`src/rtl/score_display_ctrl.sv`:
```
// Six-digit score display sequencer: arbitrates score/combo sources, converts the
// selected value to BCD with a serial double-dabble engine and registers digits + blank mask.
module score_display_ctrl #(
  parameter int unsigned HOLD_CYCLES = 50_000_000,
  parameter int unsigned SAT_MAX     = 999_999
) (
  input  logic        clk,
  input  logic        reset_n,
  input  logic [19:0] score_value,
  input  logic        score_valid,
  input  logic [19:0] combo_value,
  input  logic        combo_valid,
  output logic [3:0]  digit0,
  output logic [3:0]  digit1,
  output logic [3:0]  digit2,
  output logic [3:0]  digit3,
  output logic [3:0]  digit4,
  output logic [3:0]  digit5,
  output logic [5:0]  blank,
  output logic        showing_combo,
  output logic        busy
);

  localparam int unsigned TW = (HOLD_CYCLES > 1) ? $clog2(HOLD_CYCLES + 1) : 1;
  localparam logic [TW-1:0] HOLD_LOAD = TW'(HOLD_CYCLES);
  localparam logic [19:0]   SAT_VAL   = 20'(SAT_MAX);

  typedef enum logic [1:0] {IDLE, SHIFT, COMMIT} state_t;

  state_t         state;
  logic           src_combo;
  logic [19:0]    score_reg;
  logic [19:0]    combo_reg;
  logic           pend_score;
  logic           pend_combo;
  logic [TW-1:0]  hold_timer;
  logic [19:0]    operand;
  logic [23:0]    bcd;
  logic [4:0]     iter;
  logic [23:0]    disp_reg;
  logic [5:0]     blank_reg;
  logic           showing_reg;

  logic [22:0]    bcd_adj;
  logic [5:1]     zero_nib;
  logic [5:0]     blank_next;
  logic [19:0]    load_value;
  logic [19:0]    load_sat;
  logic           commit_combo;
  logic           hold_expire;

  // Add-3 correction; the top nibble only needs its low three bits since
  // the bit shifted out of it is always zero for saturated operands.
  genvar gi;
  generate
    for (gi = 0; gi < 5; gi++) begin : g_adj
      assign bcd_adj[gi*4 +: 4] = (bcd[gi*4 +: 4] >= 4'd5) ? bcd[gi*4 +: 4] + 4'd3
                                                           : bcd[gi*4 +: 4];
    end
    for (gi = 1; gi < 6; gi++) begin : g_blank
      assign zero_nib[gi]   = (bcd[gi*4 +: 4] == 4'd0);
      assign blank_next[gi] = &zero_nib[5:gi];
    end
  endgenerate

  assign bcd_adj[22:20] = (bcd[23:20] >= 4'd5) ? 3'(bcd[23:20] + 4'd3) : bcd[22:20];
  assign blank_next[0]  = 1'b0;

  assign load_value   = pend_combo ? combo_reg : score_reg;
  assign load_sat     = (load_value > SAT_VAL) ? SAT_VAL : load_value;
  assign commit_combo = (state == COMMIT) && src_combo;
  // A combo commit reloading the timer on its last count cancels the expiry.
  assign hold_expire  = (hold_timer == TW'(1)) && !commit_combo;

  always_ff @(posedge clk or negedge reset_n) begin
    if (!reset_n) begin
      state       <= IDLE;
      src_combo   <= 1'b0;
      score_reg   <= '0;
      combo_reg   <= '0;
      pend_score  <= 1'b0;
      pend_combo  <= 1'b0;
      hold_timer  <= '0;
      operand     <= '0;
      bcd         <= '0;
      iter        <= '0;
      disp_reg    <= '0;
      blank_reg   <= 6'b111110;
      showing_reg <= 1'b0;
    end else begin
      if (commit_combo) begin
        hold_timer <= HOLD_LOAD;
      end else if (hold_timer != '0) begin
        hold_timer <= hold_timer - TW'(1);
      end

      case (state)
        IDLE: begin
          if (pend_combo) begin
            operand    <= load_sat;
            bcd        <= '0;
            iter       <= '0;
            src_combo  <= 1'b1;
            pend_combo <= 1'b0;
            state      <= SHIFT;
          end else if (pend_score && (hold_timer == '0)) begin
            operand    <= load_sat;
            bcd        <= '0;
            iter       <= '0;
            src_combo  <= 1'b0;
            pend_score <= 1'b0;
            state      <= SHIFT;
          end
        end
        SHIFT: begin
          bcd     <= {bcd_adj, operand[19]};
          operand <= {operand[18:0], 1'b0};
          iter    <= iter + 5'd1;
          if (iter == 5'd19) begin
            state <= COMMIT;
          end
        end
        COMMIT: begin
          disp_reg    <= bcd;
          blank_reg   <= blank_next;
          showing_reg <= src_combo;
          state       <= IDLE;
        end
        default: state <= IDLE;
      endcase

      // Captures come last so a fresh request survives a same-cycle load.
      if (score_valid) begin
        score_reg  <= score_value;
        pend_score <= 1'b1;
      end
      if (hold_expire) begin
        pend_score <= 1'b1;
      end
      if (combo_valid) begin
        combo_reg  <= combo_value;
        pend_combo <= 1'b1;
      end
    end
  end

  assign digit0        = disp_reg[3:0];
  assign digit1        = disp_reg[7:4];
  assign digit2        = disp_reg[11:8];
  assign digit3        = disp_reg[15:12];
  assign digit4        = disp_reg[19:16];
  assign digit5        = disp_reg[23:20];
  assign blank         = blank_reg;
  assign showing_combo = showing_reg;
  assign busy          = (state != IDLE);

endmodule

```
`config.mk`:
```
export PLATFORM = sky130hd
export DESIGN_NAME = score_display_ctrl
export DESIGN_NICKNAME = d
export VERILOG_FILES = /design/src/rtl/score_display_ctrl.sv
export SDC_FILE = /design/constraint.sdc
export NUM_CORES = 1
export LEC_CHECK = 0
export CELL_PAD_IN_SITES_DETAIL_PLACEMENT = 0
export CELL_PAD_IN_SITES_GLOBAL_PLACEMENT = 1
export CORE_UTILIZATION = 30
export CTS_BUF_LIST = sky130_fd_sc_hd__clkbuf_4 sky130_fd_sc_hd__clkbuf_8 sky130_fd_sc_hd__clkbuf_16
export DETAILED_ROUTE_END_ITERATION = 10
export PLACE_DENSITY = 0.6
export SLEW_MARGIN = 5
export SYNTH_ARGS = -nofsm -noshare
export SYNTH_HDL_FRONTEND = slang
export SYNTH_SLANG_ARGS = --single-unit
export TNS_END_PERCENT = 100
```
`constraint.sdc`:
```
create_clock -name clk -period 3.2 [get_ports clk]
set_clock_uncertainty 0.1 [all_clocks]
set_input_delay 0.32 -clock clk [delete_from_list [all_inputs] [get_ports clk]]
set_output_delay 0.32 -clock clk [all_outputs]
set_load 0.03 [all_outputs]
```
# Yosys cells after proc, flatten, opt, wreduce, memory -nomap -nowiden
# Cells that the tools add are included.
dict set report word_totals {
  regBits 150
  elab_cells 93
  in_bits 44
  output_inout_bits 32
}
dict set report classes {
  muxes 31
  addsub 8
  magnitude_cmp 7
  n_reduce_logical 27
  eq_ne 7
}
# operator count
set ops {}
lappend ops {{$mux 20} 4}
lappend ops {{$mux 26} 2}
lappend ops {{$mux 24} 2}
lappend ops {{$pmux 24 s2} 1}
lappend ops {{$pmux 20 s2} 1}
lappend ops {{$eq 26x1->1 const B} 1}
lappend ops {{$logic_not 26->1} 1}
lappend ops {{$reduce_bool 26->1} 1}
lappend ops {{$sub 26x1->26 const B} 1}
lappend ops {{$ge 4x3->1 const B} 6}
lappend ops {{$add 4x2->4 const B} 5}
lappend ops {{$gt 20x20->1 const B} 1}
lappend ops {{$logic_not 4->1} 5}
lappend ops {{$mux 4} 5}
lappend ops {{$mux 5} 2}
lappend ops {{$pmux 5 s2} 1}
lappend ops {{$reduce_bool 2->1} 5}
lappend ops {{$mux 1} 8}
lappend ops {{$reduce_and 2->1} 4}
lappend ops {{$mux 2} 3}
lappend ops {{$reduce_and 3->1} 2}
lappend ops {{$reduce_bool 3->1} 2}
lappend ops {{$add 5x1->5 const B} 1}
lappend ops {{$eq 5x5->1 const B} 1}
lappend ops {{13 further kinds} 15}

# Logic depth before layout (Yosys ltp)
dict set report logic_depth {
  ltp_word 7
  ltp_mapped 9
}

# Worst setup path before layout
# OpenSTA, ideal clock, no wires.
dict set report synth_timing {
  path_type {reg2reg}
  startpoint {reg hold_timer[0]}
  endpoint {reg operand[13]}
  setup_ns 0.126
  slack_ns 0.587
  n_path_buf 2
  arrival_time_ns 2.387
  t_required_ns 2.974
  stages_incl_launch_ff 10
  cell_sequence {dfrtp_1 inv_1 ha_1 nor3b_1 nand2_1 o31a_1 a21o_1 buf_6 buf_6 a221o_1}
}
dict set report synth_via {
  elab_chain_cells 4
}
# item line
set synth_rtl {}
lappend synth_rtl {{start, declared} 36} ;# logic [TW-1:0] hold_timer;
lappend synth_rtl {{start signal, assigned} 94} ;# hold_timer <= hold_timer - TW'(1);
lappend synth_rtl {{$logic_not 26->1} 106} ;# end else if (pend_score && (hold_timer == '0)) begin
lappend synth_rtl {{$logic_and 1x1->1} 106}
lappend synth_rtl {{$ne 3x3->1 (no line)} --}
lappend synth_rtl {{$reduce_and 2->1 (no line)} --}
lappend synth_rtl {{end signal, assigned} 100} ;# operand <= load_sat;
lappend synth_rtl {{end signal, assigned} 107} ;# operand <= load_sat;
lappend synth_rtl {{end signal, assigned} 117} ;# operand <= {operand[18:0], 1'b0};
lappend synth_rtl {{end, declared} 37} ;# logic [19:0] operand;
# Every way passes these cells.
# A chain may end at the register's enable or synchronous reset.

# Final worst setup path
dict set report layout_timing {
  startpoint {reg bcd[20]}
  endpoint {reg blank_reg[1] (netlist: blank[1])}
}
dict set report layout_via {
  elab_chain_cells 2
}
# item line
set layout_rtl {}
lappend layout_rtl {{start, declared} 38} ;# logic [23:0] bcd;
lappend layout_rtl {{start signal, assigned} 116} ;# bcd <= {bcd_adj, operand[19]};
lappend layout_rtl {{$logic_not 4->1} 61} ;# assign zero_nib[gi] = (bcd[gi*4 +: 4] == 4'd0);
lappend layout_rtl {{$reduce_and 5->1} 62} ;# assign blank_next[gi] = &zero_nib[5:gi];
lappend layout_rtl {{end signal, assigned} 125} ;# blank_reg <= blank_next;
lappend layout_rtl {{end, declared} 41} ;# logic [5:0] blank_reg;
# Every way passes these cells.

==> impl_results.md <==
- Initial antenna violation count: 0
- Worst setup EP type: flip-flop
- Initial core utilization: 30.5%
- Ports: 76
- Final period utilization: around 87%
- FP Rows: 56
- Cts bufs inserted: 17
- Share of layout cells above drive strength 1: 17.6%
- P per Cell Area: about 600 nW/um^2
- Residual DRC count: 0
- Synthesized area per cell: 11.3 sq um
- Reg clk slew, reported paths: ~60 ps
- Clk root buf: clkbuf_16
- Clock Sink Count: 150
- CORE AREA: roughly 23000 sq um
- Clk buf depth: 2
- GRT Util Overall: 14.5%
- Yosys cell types: between 60 and 70
- Flip-flop and latch count after synthesis: 150
- Slew HR: ~28%
- CP arrival: between 3000 and 4000 ps
- Final Max Slew Viols: 0
- FF-to-FF End: blank[1]
- Leak: between 0.003 and 0.004 uW
- RSZ-0062 raised after global routing: false
- Commonest cells post-synth: 145 x dfrtp_1, 55 x mux2_2, 42 x o21ai_0, 39 x nand2_1
- Port buffer count: 74
- Clock tree from TritonCTS: done
- Number of global-route vias before repair: about 5400
- Peak supply drop: between 0.3 and 0.4 mV
- Post-route minimum period: 2790 ps
- Avg WL per Cell: 15.8 microns
- Max reg flops: 26
- Worst r2r path cells: 7
- Hold Path Class: in2async
- Place WS: slightly above 400 ps
- Post-synth EDFFs: 0
- Layout area overhead: 25.0%
- Area leader, netlist: dfrtp_1
- Post-synth net total: 697
- Worst-Margin Slew: 1080 ps
- Synth warn: 0
- Die Footprint: ~24000 sq um
- Status: complete, no violations
- GR Overflow Total: 0
- Post-Synthesis Cells: 634
- Post-synthesis cell area: approximately 7000 sq um
- Number of max-cap violations: 0
- Synth Flop Type: dfrtp_1
- Starting DRC count in detailed routing: 346
- DR pass1 iterations: 6
- Skew-Pair Late Insertion Delay: 430 ps
- Gates resized, CTS repair: 0
- Count leader, synth: dfrtp_1
- Setup violators final: 0
- Fin. Hold Viols: 0
- Largest net degree at the start of global routing: 61
- GP Congestion: ~0.75
- Final net count: 779
- Final WL: between 15000 and 20000 microns
- Antenna Nets Post-Route: 0
- Final TNS setup: 0 ps
- CP startpoint: bcd[20]
- Vias per cell: slightly above 5
- CP required: around 3500 ps
- Setup WS post-layout: around 410 ps
- R2R Setup Slk: between 400 and 500 ps
- Die width: approximately 160 microns
- Reg2reg start: bcd[20]
- Kind of critical path: reg2reg
- First-pass GRT wire length: approximately 28000 microns
- Dpl hpwl: roughly 11000 microns
- Synth top area share: approximately 50%
- Sequential-to-total area share from yosys stat: a little over half
- Fmax achieved: between 0.3 and 0.4 GHz
- Via Count: approximately 5300
- CP endpoint: blank[1]
- H-tree depth: 4
- Critical path peak fanout: 4
- Die H: 156 microns
- Async set-reset flop share out of synthesis: 100%
- CP startpoint kind: flip-flop
- Hold Slack: around 340 ps
- Diodes inserted: 0
- Main area contributors after synthesis: dfrtp_1 51%, mux2_2 8.7%, ha_1 3.3%, o21ai_0 2.9%, mux2i_1 2.4%
## placed cells by master (no fill, tap or decap), drive strengths merged, types with 10 or more instances in the layout
master	synthesis	routed
dfrtp	145	145
clkdlybuf4s50	0	73
mux2	55	55
o21ai	42	42
nand2	39	39
inv	33	33
nor2	33	33
a21oi	22	22
clkbuf	18	20
ha	19	19
buf	11	18
mux2i	17	17
nor4	16	16
nand2b	13	13
nand3	11	11
nor3	10	10
## kinds of logic (layout without fill, tap and decap cells)
group	count (synthesis)	in the layout	synth area share (%)
flops	150	150	52.7
simple gates	171	171	13.5
xor+xnor	11	11	1.35
buf+inv	62	157	3.68
mux	72	72	11.1
compound gates	148	148	14.4
other cells	1	1	0.0525
fa+ha+maj	19	19	3.33
## worst max-delay path: stages (launching register included)
cell     delay, ps
dfrtp_1        390
inv_1          130
ha_1           210
or3b_1         380
or4b_1         490
or3_1          400
nor4b_1        410
a32o_1         230
## routing by layer
metal	track usage (%)	wire length [microns]	vias up
met3	3.57	583	20
met2	23.6	7880	89
li1	-	-	2510
met5	0	0	-
met4	4.67	194	0
met1	18.9	7940	2649
## worst min-delay path by stage
stage	to	slack, ps	cells past startpoint
2_1_floorplan	bcd[0]	-80	0
3_3_place_gp	disp_reg[7]	240	1
3_5_place_dp	disp_reg[7]	250	1
4_1_cts	disp_reg[7]	360	2
5_1_grt	combo_reg[19]	390	2
6_report	disp_reg[7]	340	2
## final cells by class
cell class | count | area [sq um]
Fill cell | 2320 | 14500
Sequential cell | 150 | 3760
Multi-Input combinational cell | 422 | 3120
Timing Repair Buffer | 92 | 905
Clock buffer | 20 | 467
Tap cell | 319 | 399
Clock inverter | 12 | 151
Inverter | 33 | 124
## where the power goes
group / internal, uW / switching (uW)
clock: 1290 / 813
sequential: 2140 / 134
combinational: 465 / 530
## per-stage QoR
stage	total power, uW	area [sq um]	utilization [%]	instances
floorplan	2850	7140	-	634
global placement	3290	8290	35.4	1015
detailed placement	3320	8290	35.4	1015
CTS	5440	8920	38.1	1048
global route	5620	8920	38.1	1048
finish	5360	8920	38.1	1048
## what timing repair did
item,in CTS,in global routing
hold buffers,1,0
hold endpoints to repair,53,0
buffers inserted,0,0
setup endpoints to repair,0,0
(Power assumes the default switching activity.)
